File: src/rtl/mux_scan_pkg.sv
// Shared types and widths for the 4:1 mux scan controller.
package mux_scan_pkg;

    localparam int unsigned NUM_CH = 4;
    localparam int unsigned SEL_W  = 2;
    localparam int unsigned CNT_W  = 4;

    typedef enum logic [1:0] {
        ST_IDLE,
        ST_SETTLE,
        ST_SAMPLE,
        ST_DONE
    } state_t;

endpackage

File: src/rtl/settle_timer.sv
// Settle-time counter: cleared at the start of each channel, counts while
// enabled, and flags the last settle cycle.
module settle_timer
    import mux_scan_pkg::*;
#(
    parameter int unsigned SETTLE = 2
) (
    input  logic clk,
    input  logic rst_n,
    input  logic clear,
    input  logic en,
    output logic term_c
);

    localparam logic [CNT_W-1:0] TERM = CNT_W'(SETTLE - 1);

    logic [CNT_W-1:0] cnt;

    always_ff @(posedge clk or negedge rst_n) begin
        if (!rst_n) begin
            cnt <= '0;
        end else if (clear) begin
            cnt <= '0;
        end else if (en) begin
            cnt <= cnt + CNT_W'(1);
        end
    end

    assign term_c = (cnt == TERM);

endmodule

File: src/rtl/mux_scan_ctrl.sv
// Walks the mux selects through channels 0..3, waits SETTLE cycles on each,
// samples y and publishes the four bits as one word with a done pulse.
module mux_scan_ctrl
    import mux_scan_pkg::*;
#(
    parameter int unsigned SETTLE = 2
) (
    input  logic              clk,
    input  logic              rst_n,
    input  logic              start,
    input  logic              cont,
    input  logic              y,
    output logic              s1,
    output logic              s0,
    output logic              busy,
    output logic              done,
    output logic [NUM_CH-1:0] data
);

    state_t            state, state_nxt;
    logic [SEL_W-1:0]  sel, sel_nxt;
    logic [NUM_CH-1:0] shadow, shadow_nxt;
    logic [NUM_CH-1:0] data_nxt;
    logic              busy_nxt, done_nxt;
    logic              cnt_clear, cnt_en, term_c;

    settle_timer #(.SETTLE(SETTLE)) u_timer (
        .clk    (clk),
        .rst_n  (rst_n),
        .clear  (cnt_clear),
        .en     (cnt_en),
        .term_c (term_c)
    );

    // State and all output-facing registers.
    always_ff @(posedge clk or negedge rst_n) begin
        if (!rst_n) begin
            state  <= ST_IDLE;
            sel    <= '0;
            shadow <= '0;
            data   <= '0;
            busy   <= 1'b0;
            done   <= 1'b0;
        end else begin
            state  <= state_nxt;
            sel    <= sel_nxt;
            shadow <= shadow_nxt;
            data   <= data_nxt;
            busy   <= busy_nxt;
            done   <= done_nxt;
        end
    end

    // Next-state logic; busy/done are registered copies of the next state.
    always_comb begin
        state_nxt  = state;
        sel_nxt    = sel;
        shadow_nxt = shadow;
        data_nxt   = data;
        cnt_clear  = 1'b0;
        cnt_en     = 1'b0;

        case (state)
            ST_IDLE: begin
                if (start) begin
                    sel_nxt   = '0;
                    cnt_clear = 1'b1;
                    state_nxt = ST_SETTLE;
                end
            end
            ST_SETTLE: begin
                cnt_en = 1'b1;
                if (term_c) begin
                    state_nxt = ST_SAMPLE;
                end
            end
            ST_SAMPLE: begin
                shadow_nxt[sel] = y;
                if (sel == SEL_W'(NUM_CH - 1)) begin
                    // Publish the full word, including the bit taken this cycle.
                    data_nxt  = shadow_nxt;
                    state_nxt = ST_DONE;
                end else begin
                    sel_nxt   = sel + SEL_W'(1);
                    cnt_clear = 1'b1;
                    state_nxt = ST_SETTLE;
                end
            end
            ST_DONE: begin
                if (cont) begin
                    sel_nxt   = '0;
                    cnt_clear = 1'b1;
                    state_nxt = ST_SETTLE;
                end else begin
                    state_nxt = ST_IDLE;
                end
            end
            default: begin
                state_nxt = ST_IDLE;
            end
        endcase

        busy_nxt = (state_nxt == ST_SETTLE) || (state_nxt == ST_SAMPLE);
        done_nxt = (state_nxt == ST_DONE);
    end

    assign s1 = sel[1];
    assign s0 = sel[0];

endmodule

File: config.mk
export PLATFORM = sky130hd
export DESIGN_NAME = mux_scan_ctrl
export DESIGN_NICKNAME = d
export VERILOG_FILES = /design/src/rtl/mux_scan_pkg.sv /design/src/rtl/settle_timer.sv /design/src/rtl/mux_scan_ctrl.sv
export SDC_FILE = /design/constraint.sdc
export NUM_CORES = 1
export LEC_CHECK = 0
export ABC_AREA = 1
export CORE_MARGIN = 2
export CORE_UTILIZATION = 40
export DETAILED_ROUTE_END_ITERATION = 6
export PLACE_DENSITY_LB_ADDON = 0.2
export SYNTH_ARGS = -nofsm -noshare
export SYNTH_HDL_FRONTEND = slang
export SYNTH_SLANG_ARGS = --single-unit
File: constraint.sdc
create_clock -name clk -period 2 [get_ports clk]
set_input_delay 0.6 -clock clk [delete_from_list [all_inputs] [get_ports clk]]
set_output_delay 0.6 -clock clk [all_outputs]
set_load 0.03 [all_outputs]
==> results by group <==
Power and ir drop
  – Psw: approximately 560 uW
  – PwrDens: 1270 nW/um2
  – Sequential share of power: around 44%
  – Clock share of power: between 10% and 20%
  – Internal Power: 775 uW
  – Gate power share: a little over two fifths
  – Switch share: a little over two fifths
  – Maximum VDD drop: between 0.8 and 0.9 mV
  – Leakage: 0.527 nW

Clock network
  – Root Driver: clkbuf_4
  – PostCTS Resize Cnt: 2
  – Sink Count: 17
  – # Post-CTS Setup Buffers: 0
  – Post-cts hold buffer count: 0
  – CTS Buf Count: 3
  – Clk pin slew, worst setup/hold paths: 100 ps
  – CTS tree: yes
  – H-tree Lvls: 1
  – Clk buf depth: 2
  – Clk_lat worst skew: slightly below 300 ps

Worst setup path
  – Critical Path Stages: 1
  – Crit path cell chain: clkdlybuf4s50_1
  – Reg2Reg Setup Slack: ~470 ps
  – WP data required: ~1400 ps
  – Worst EP arrival: around 1300 ps
  – WP buf/inv: 1
  – Type of origin of the critical path: register
  – Critical path's top delay family: buffers and inverters
  – CP max stage cell: clkdlybuf4s50_1
  – CP Capture Type: output pin
  – R2R depth: 5
  – CP peak stage delay: ~670 ps
  – Kind of critical path: register to output pin
  – Worst Path Max Fanout: 2

GRT
  – Vias in the first global route: slightly above 700
  – Largest net degree at the start of global routing: 18
  – All-Layer GR Usage: 15.5%
  – Initial antenna violation count: 0
  – Global-route wire length before repair: around 2.9 mm
  – Total congestion overflow: 0

Layout
  – Area Growth Syn to Fin: 19.4%
  – Post-layout nets: 128
  – Non-Filler Instances: 142
  – # diodes: 0
  – Final instance area: between 1000 and 1500 um2
  – Layout cells sized above 1: 7.83%

STA
  – Unrepaired setup endpoints after global routing: no
  – Slew @ Worst Pin: roughly 320 ps
  – Sum Neg Setup Slack: 0 ps
  – Tcrit/Tclk final: 95.6%
  – Final Hold Fails: 0
  – Pins Over Slew Limit: 0
  – Max-slew headroom at the worst pin: 78.8%
  – Setup-failing EPs final: 0
  – Max frequency: between 500 and 600 MHz
  – Clock skew: between 2 and 2.5 ps
  – Fin Hold WS: 543 ps
  – Final min period: approximately 1900 ps
  – Final worst slack: between 80 and 90 ps

Drt
  – Drt total wl: 1.64 mm
  – Via count: slightly above 700
  – Via density: ~5
  – Routed WL per cell: between 10 and 15 um
  – Post-DRT Antenna Nets: 0
  – DRC violations left: 0
  – Iter 0 DRT Violations: 3
  – Router iterations before antenna repair: 4

Place
  – DP Area: approximately 1000 um2
  – PortBufs: 12
  – DP HPWL: 1.23 mm
  – Final GP Congestion: roughly 0.77
  – Place WS: 165 ps
  – Placed insts: ~140

Synth
  – Most used DFF post-synth: dfrtp_1
  – Unique masters post-synth: 16
  – Synthesis Warnings: 0
  – Ranking of synthesized cells by area: dfrtp_1 (48%), ha_1 (10%), nand2_1 (9.8%), nand4_1 (6.4%), o21ai_0 (6.3%)
  – Count leader, synth: nand2_1
  – Synthesized area per cell: 8.87 um2
  – Area share of the largest cell type after synthesis: 48.4%
  – Syn Inst Count: 99
  – Post-synth top cells: nand2_1 (23), dfrtp_1 (17), inv_1 (14), o21ai_0 (11), nand4_1 (9)
  – Syn nets: 111
  – Ys async rst share: between 90% and 100%
  – Synth Cell Area: 878 um2
  – #FFs+latches synth: 17
  – Seq/Total Area, Yosys: between 40% and 50%
  – Area leader, netlist: dfrtp_1
  – Post-synth EDFFs: 0

Die
  – Ports: 13
  – Floorplan core area: between 2000 and 2500 um2
  – Die height: slightly above 50 um
  – Die ar.: 2590 um2
  – Starting Density: between 40% and 50%
  – DIE WIDTH: slightly above 50 um
  – FP Rows: 16

Job
  – Max cap viols: 0

Min path
  – Hold depth: 2
  – Tightest Hold Check Type: register to register

Outcome
  – Outcome: finished, final reports clean
==> routing by layer <==
layer	track usage (%)	wire length, um
met1	16.6	704
met2	27.6	845
met3	6.14	68
met4	5.41	19
met5	0	0
==> power groups by stage <==
| stage | clock network, mW | logic, mW | registers [mW] |
|---|---|---|---|
| final | 0.182 | 0.567 | 0.587 |
| after global routing | 0.207 | 0.655 | 0.611 |
| after CTS | 0.194 | 0.577 | 0.588 |
| after detailed placement | 0 | 0.571 | 0.597 |
| after global placement | 0 | 0.547 | 0.591 |
| after floorplan | 0 | 0.358 | 0.638 |
==> area by class of cell <==
type                            count  area, um2
Clock buffer                        4       26.3
Fill cell                         202        973
Inverter                           15       56.3
Multi-Input combinational cell     66        382
Sequential cell                    17        425
Tap cell                           27       33.8
Timing Repair Buffer               13        125
==> cell families after synthesis <==
logic type | after synthesis | synth area share [%]
simple gates | 45 | 25.2
fa+ha+maj | 7 | 9.97
flops | 17 | 48.4
compound gates | 14 | 8.26
buf+inv | 16 | 8.12
==> state kept, by name (all words and copies together), names as in the netlist <==
signal and cells:
data 4, u_timer.cnt 4, shadow 3, sel 2, state 2, busy 1, done 1
==> worst reg2reg max path: stages, from the launching register on <==
cell and delay [ps]:
dfrtp_1 440, ha_1 210, inv_1 150, nor3_4 80, or2_1 260, ha_1 290
==> through the flow <==
step | util, % | total power, mW
6_report | 51.9 | 1.34
5_1_grt | 51.9 | 1.47
4_1_cts | 51.9 | 1.36
3_5_place_dp | 50.7 | 1.17
3_3_place_gp | 50.7 | 1.14
2_1_floorplan | - | 0.996
==> path summary, 6_finish.rpt <==
kind,startpoint,to
setup / recovery,data[3],data[3]
hold / removal,data[2],data[2]
setup reg to reg,sel[1],busy
hold reg to reg,data[2],data[2]
max in group asynchronous,rst_n,state[0]
min in group asynchronous,rst_n,data[1]
==> placed cells by master, fill, tap and decap left out <==
master	instances
a21oi_1	2
buf_4	1
clkbuf_1	1
clkbuf_4	3
clkdlybuf4s50_1	10
dfrtp_1	17
dlygate4sd2_1	2
ha_1	7
inv_1	14
inv_2	1
nand2_1	23
nand3_1	2
nand4_1	9
nor2_1	6
nor2_4	1
nor3_4	1
o21a_1	1
o21ai_0	11
or2_1	1
or2_2	2
(Power assumes the default switching activity.)
